`src/rtl/mips_multi_cycle_control.sv`:
```
// Moore-style control FSM for the multi-cycle MIPS datapath.
// Sequences fetch/decode/execute/memory/writeback and decodes ALU function.
module mips_multi_cycle_control (
  input  logic       clk,
  input  logic       reset,
  input  logic [5:0] Op,
  input  logic [5:0] Funct,
  input  logic       Zero,
  output logic       RegDst,
  output logic       ALUSrcA,
  output logic [1:0] ALUSrcB,
  output logic [2:0] ALUControl,
  output logic       PCSrc,
  output logic       PCWrite,
  output logic       MemWrite,
  output logic       IorD,
  output logic       IRWrite,
  output logic       MomtoReg,
  output logic       RegWrite,
  output logic       Illegal,
  output logic [3:0] State
);

  typedef enum logic [3:0] {
    FETCH   = 4'd0,
    DECODE  = 4'd1,
    MEMADR  = 4'd2,
    MEMRD   = 4'd3,
    MEMWB   = 4'd4,
    MEMWR   = 4'd5,
    EXECUTE = 4'd6,
    ALUWB   = 4'd7,
    BRANCH  = 4'd8,
    ADDIEX  = 4'd9,
    ADDIWB  = 4'd10
  } state_t;

  typedef enum logic [1:0] {
    ALUOP_ADD   = 2'b00,
    ALUOP_SUB   = 2'b01,
    ALUOP_FUNCT = 2'b10,
    ALUOP_RSVD  = 2'b11
  } alu_op_t;

  localparam logic [5:0] OP_LW   = 6'b100011;
  localparam logic [5:0] OP_SW   = 6'b101011;
  localparam logic [5:0] OP_RTYPE = 6'b000000;
  localparam logic [5:0] OP_BEQ  = 6'b000100;
  localparam logic [5:0] OP_ADDI = 6'b001000;

  state_t  state;
  state_t  state_next;

  alu_op_t alu_op;
  logic    valid;
  logic    pcwrite_fsm;
  logic    branch;
  logic    reg_dst;
  logic    alu_src_a;
  logic [1:0] alu_src_b;
  logic    pc_src;
  logic    mem_write;
  logic    i_or_d;
  logic    ir_write;
  logic    mom_to_reg;
  logic    reg_write;
  logic    illegal_op;
  logic [2:0] alu_ctl;

  always_ff @(posedge clk or negedge reset) begin
    if (!reset) state <= FETCH;
    else        state <= state_next;
  end

  always_comb begin
    state_next = FETCH;
    illegal_op = 1'b0;
    case (state)
      FETCH: state_next = DECODE;
      DECODE: begin
        case (Op)
          OP_LW, OP_SW: state_next = MEMADR;
          OP_RTYPE:     state_next = EXECUTE;
          OP_BEQ:       state_next = BRANCH;
          OP_ADDI:      state_next = ADDIEX;
          default: begin
            state_next = FETCH;
            illegal_op = 1'b1;
          end
        endcase
      end
      MEMADR:  state_next = (Op == OP_SW) ? MEMWR : MEMRD;
      MEMRD:   state_next = MEMWB;
      EXECUTE: state_next = ALUWB;
      ADDIEX:  state_next = ADDIWB;
      default: state_next = FETCH;
    endcase
  end

  // valid stays 0 in unreachable encodings so even ALUControl is forced to 0 there
  always_comb begin
    valid       = 1'b1;
    alu_op      = ALUOP_ADD;
    pcwrite_fsm = 1'b0;
    branch      = 1'b0;
    reg_dst     = 1'b0;
    alu_src_a   = 1'b0;
    alu_src_b   = 2'b00;
    pc_src      = 1'b0;
    mem_write   = 1'b0;
    i_or_d      = 1'b0;
    ir_write    = 1'b0;
    mom_to_reg  = 1'b0;
    reg_write   = 1'b0;
    case (state)
      FETCH: begin
        ir_write    = 1'b1;
        alu_src_b   = 2'b01;
        pcwrite_fsm = 1'b1;
      end
      DECODE: alu_src_b = 2'b11;
      MEMADR, ADDIEX: begin
        alu_src_a = 1'b1;
        alu_src_b = 2'b10;
      end
      MEMRD: i_or_d = 1'b1;
      MEMWR: begin
        i_or_d    = 1'b1;
        mem_write = 1'b1;
      end
      MEMWB: begin
        mom_to_reg = 1'b1;
        reg_write  = 1'b1;
      end
      EXECUTE: begin
        alu_src_a = 1'b1;
        alu_op    = ALUOP_FUNCT;
      end
      ALUWB: begin
        reg_dst   = 1'b1;
        reg_write = 1'b1;
      end
      ADDIWB: reg_write = 1'b1;
      BRANCH: begin
        alu_src_a = 1'b1;
        alu_op    = ALUOP_SUB;
        pc_src    = 1'b1;
        branch    = 1'b1;
      end
      default: valid = 1'b0;
    endcase
  end

  always_comb begin
    alu_ctl = 3'b010;
    case (alu_op)
      ALUOP_SUB: alu_ctl = 3'b110;
      ALUOP_FUNCT: begin
        case (Funct)
          6'b100000: alu_ctl = 3'b010;
          6'b100010: alu_ctl = 3'b110;
          6'b100100: alu_ctl = 3'b000;
          6'b100101: alu_ctl = 3'b001;
          6'b101010: alu_ctl = 3'b111;
          default:   alu_ctl = 3'b010;
        endcase
      end
      default: alu_ctl = 3'b010;
    endcase
  end

  // Outputs are gated by reset so a mid-instruction assertion kills write strobes at once
  always_comb begin
    RegDst     = reset & reg_dst;
    ALUSrcA    = reset & alu_src_a;
    ALUSrcB    = reset ? alu_src_b : 2'b00;
    ALUControl = (reset && valid) ? alu_ctl : 3'b000;
    PCSrc      = reset & pc_src;
    PCWrite    = reset & (pcwrite_fsm | (branch & Zero));
    MemWrite   = reset & mem_write;
    IorD       = reset & i_or_d;
    IRWrite    = reset & ir_write;
    MomtoReg   = reset & mom_to_reg;
    RegWrite   = reset & reg_write;
    Illegal    = reset & illegal_op;
    State      = state;
  end

endmodule

```
`config.mk`:
```
export PLATFORM = sky130hd
export DESIGN_NAME = mips_multi_cycle_control
export DESIGN_NICKNAME = d
export VERILOG_FILES = /design/src/rtl/mips_multi_cycle_control.sv
export SDC_FILE = /design/constraint.sdc
export NUM_CORES = 1
export LEC_CHECK = 0
export CORE_MARGIN = 2
export CORE_UTILIZATION = 30
export CTS_BUF_LIST = sky130_fd_sc_hd__clkbuf_2
export CTS_CLUSTER_DIAMETER = 80
export DETAILED_ROUTE_END_ITERATION = 8
export PLACE_DENSITY = 0.72
export RECOVER_POWER = 50
export SKIP_LAST_GASP = 1
export SLEW_MARGIN = 20
export SYNTH_ARGS = -nofsm -noshare
export SYNTH_HDL_FRONTEND = slang
export SYNTH_SLANG_ARGS = --single-unit
```
`constraint.sdc`:
```
create_clock -name clk -period 1.97 [get_ports clk]
set_input_delay 0.394 -clock clk [delete_from_list [all_inputs] [get_ports clk]]
set_output_delay 0.394 -clock clk [all_outputs]
set_load 0.01 [all_outputs]
```
==> results of run 1 <==
## kinds of logic after synthesis
kind of cell               count (synthesis)
and+or+nand+nor                           41
AOI/OAI and AO/OA                         16
buffers and inverters                     11
DFF                                        4
xor gates and xnor gates                   2
adders and majority gates                  2
## layout by cell type, fill, tap and decap left out, types with 2 or more instances in the layout
cell             Yosys  layout
buf_2                4       6
clkbuf_1             0       2
nor2_1               6       5
nor3_2               0       2
nor3_1               8       7
buf_6                0       3
o21a_1               3       3
buf_4                1      24
dlygate4sd2_1        0      13
and3_1               2       3
clkbuf_2             0       7
inv_1                6       4
ha_4                 0       2
nand2_2              0       3
dfrtp_1              4       3
clkdlybuf4s50_1      0      10
nor3b_4              0       2
a21oi_1              3       2
nand3_1              2       2
## where the power goes
part	switching (uW)	leakage (uW)	internal, uW
logic	302	0.000485	338
registers	25.0	0.0000522	105
clock network	31.1	0.0000125	41.0
## repair_timing
item                       4_1_cts  5_1_grt
setup endpoints to repair       15        9
pin swaps                        7        8
setup buffers                    1        3
gates resized for setup         50       28
## worst max-delay path, delay by kind of cell, from the launching register on
kind | cells | cell delay, ps
flops | 1 | 420
buf+inv | 2 | 230
fa+ha+maj | 1 | 140
compound gates | 1 | 210
simple gates | 4 | 690
## area by class of cell
cell class | count | area share (%)
Clock buffer | 3 | 1.23
Multi-Input combinational cell | 61 | 45.1
Inverter | 6 | 2.06
Sequential cell | 4 | 8.32
Timing Repair Buffer | 63 | 40.7
Tap cell | 25 | 2.57
## metrics by stage
step	utilization (%)	TNS (ps)	total power (uW)
2_1_floorplan	-	-136	401
3_3_place_gp	63.8	-4530	695
3_5_place_dp	63.8	-4520	703
4_1_cts	66.9	-695	778
5_1_grt	68.3	-1540	903
6_report	68.3	-811	842
## routing by layer
layer / share of wire (%) / vias up
met5: 0 / -
met4: 0.62 / 0
met3: 5.1 / 2
met2: 57 / 25
met1: 37 / 404
li1: - / 405
## worst paths after layout
path	to	slack, ps	cells after the start	from
max	ALUControl[0]	-300	8	State[0]
min	State[2]	410	2	reset
max reg2reg	State[0]	580	5	State[1]
min reg2reg	State[0]	750	3	State[0]
max in group asynchronous	State[0]	1310	2	reset
min in group clk	State[0]	750	3	State[0]
==> impl_metrics.ini, run 1 <==
[logic_synthesis]
top_cell_type_s_share_of_synthesized_area_pct = 17.2
synthXorXnorAreaFrac_pct = 3.01
post_synth_instance_area_sq_um = 582
number_of_enable_type_register_cells_in_the_synthesized_netlist = 0
yosys_register_bits = 4
synth-adder-area-share_pct = 4.30
netlist_instances = 76
asyncSetResetFlopFracSynth_pct = 100
post-synth-top-area-cell = dfrtp_1
simple_logic_cell_fraction_of_the_synthesized_area_pct = 44.9
synth_area_per_cell_sq_um = 7.66
muxShareOfSynthArea_pct = 0
ys.warnings.count = 0
synth_nets = 93
synth_cell_types = 37
synth_compound_area_share_pct = 21.9
synth.area.top_cells = dfrtp_1 17%, nor3_1 6.9%, ha_1 4.3%, inv_1 3.9%, nor2_1 3.9%
synth_top_family_by_area = simple AND/OR/NAND/NOR gates
synth-main-ff-cell = dfrtp_1
synth_top_cells_by_count = 8 x nor3_1, 6 x inv_1, 6 x nor2_1
yosysMostFrequentCell = nor3_1
yosysSeqAreaShare_pct = 17.2

[sta]
final-hold-violation-count = 0
worst_clock_skew_ps = 1.97
relative_slew_slack_pct = 70.9
report.final.slew_viol_count = 0
min_period_over_period_pct = 115
max_freq_mhz = 441
crit_path_setup_slack_layout_ps = -299
timing_worst_slew_pin_value_ps = 435
final.min_clock_period_ps = 2270
fin_hold_ws_ps = 407
setup_viol = 5
setup_repair_after_global_routing_missed_its_margin = yes

[clock_network]
tritoncts.num_buffers = 3
cts_tree = yes
h_tree_lvls = 1
cts_hold_repair.buffers = 0
cts.path.max_buffers = 2
clock_pin_slew_on_the_worst_setup_and_hold_paths_ps = 40
clk_latency_ps = 200
clock-sinks = 4
clock_tree.root_cell = clkbuf_2

[die]
row_count = 15
floorplan.io_pins = 34
die-height_microns = 48.0
floorplan.initialDensity_pct = 32.6
die-width_microns = 48.0
placeableCoreArea_sq_um = 1780
die-area_sq_um = 2310

[cells_and_area]
layout_overhead_on_the_synthesized_area_pct = 109
post_route_cells_drive_above_1_share_pct = 48.9
insertedDiodeCount = 0
layoutNonFillerInstCount = 162
layout.cell_area.non_filler_sq_um = 1220
largest_reg_flops = 4
post_layout_nets = 156
layout.area.seq_sq_um = 101
layout.filler_cells = 147
multi_input_area_sq_um = 549

[drt]
routed_wirelength_microns = 2270
wl_per_cell_microns = 14.0
postRouteAntennaNets = 0
drt_first_pass_iters = 4
via_count = 836
detail_route.vias_per_cell = 5.16
detailedRoute.firstIterationViolations = 8
route.detailed.drc = 0

[worst_setup_path]
cp_slowest_stage_delay_ps = 420
crit_fanout = 3
path_cells = nor3b_4 -> nand2_2 -> inv_2 -> ha_4 -> nand2_2 -> or3_4 -> a211oi_2 -> buf_2
timing.setup.critical_path_class = reg2out
setup.worst_path.end_class = output pin
timing.critical_path.required_ps = 1580
crit_arrival_ps = 1870
crit_path_start_kind = register
slowest_stage = dfrtp_2
critical_path.most_common_cell = nand2_2

[global_routing]
use_met2_pct = 40.3
grt_util_all_layers_pct = 19.5
grt_pass1_wl_microns = 3150
grt_max_degree = 15
grt_use_met1_pct = 18.8
number_of_global_route_vias_before_repair = 802
grt.met3_usage_pct = 5.28
overflow = 0
grt_antenna_before_repair = 0
grt_most_used_layer = met2

[placed_design]
placement.io_buffers = 33
dpl-instance-area_sq_um = 1140
place.detailed.hpwl_microns = 1580
place.gp.congestion = 0.765
preCtsSetupSlack_ps = -576
post-place-cells = 155

[status]
violations_in_the_final_reports = setup timing
outcome = finished, violations left

[job]
maxCapViolations = 0

[hold_path]
hp_class = in2async

[power_and_ir_drop]
static-leakage-power_uw = 0.000550
ir_drop_mv = 0.432
power.density_nw_per_um2 = 692
Power figures use the tool's default switching activity.
==> inputs of run 2 (changes only) <==
- GPL_ROUTABILITY_DRIVEN: not set -> 1
==> results of run 2 <==
Final layout, timing and power as in run 1 (identical DEF).
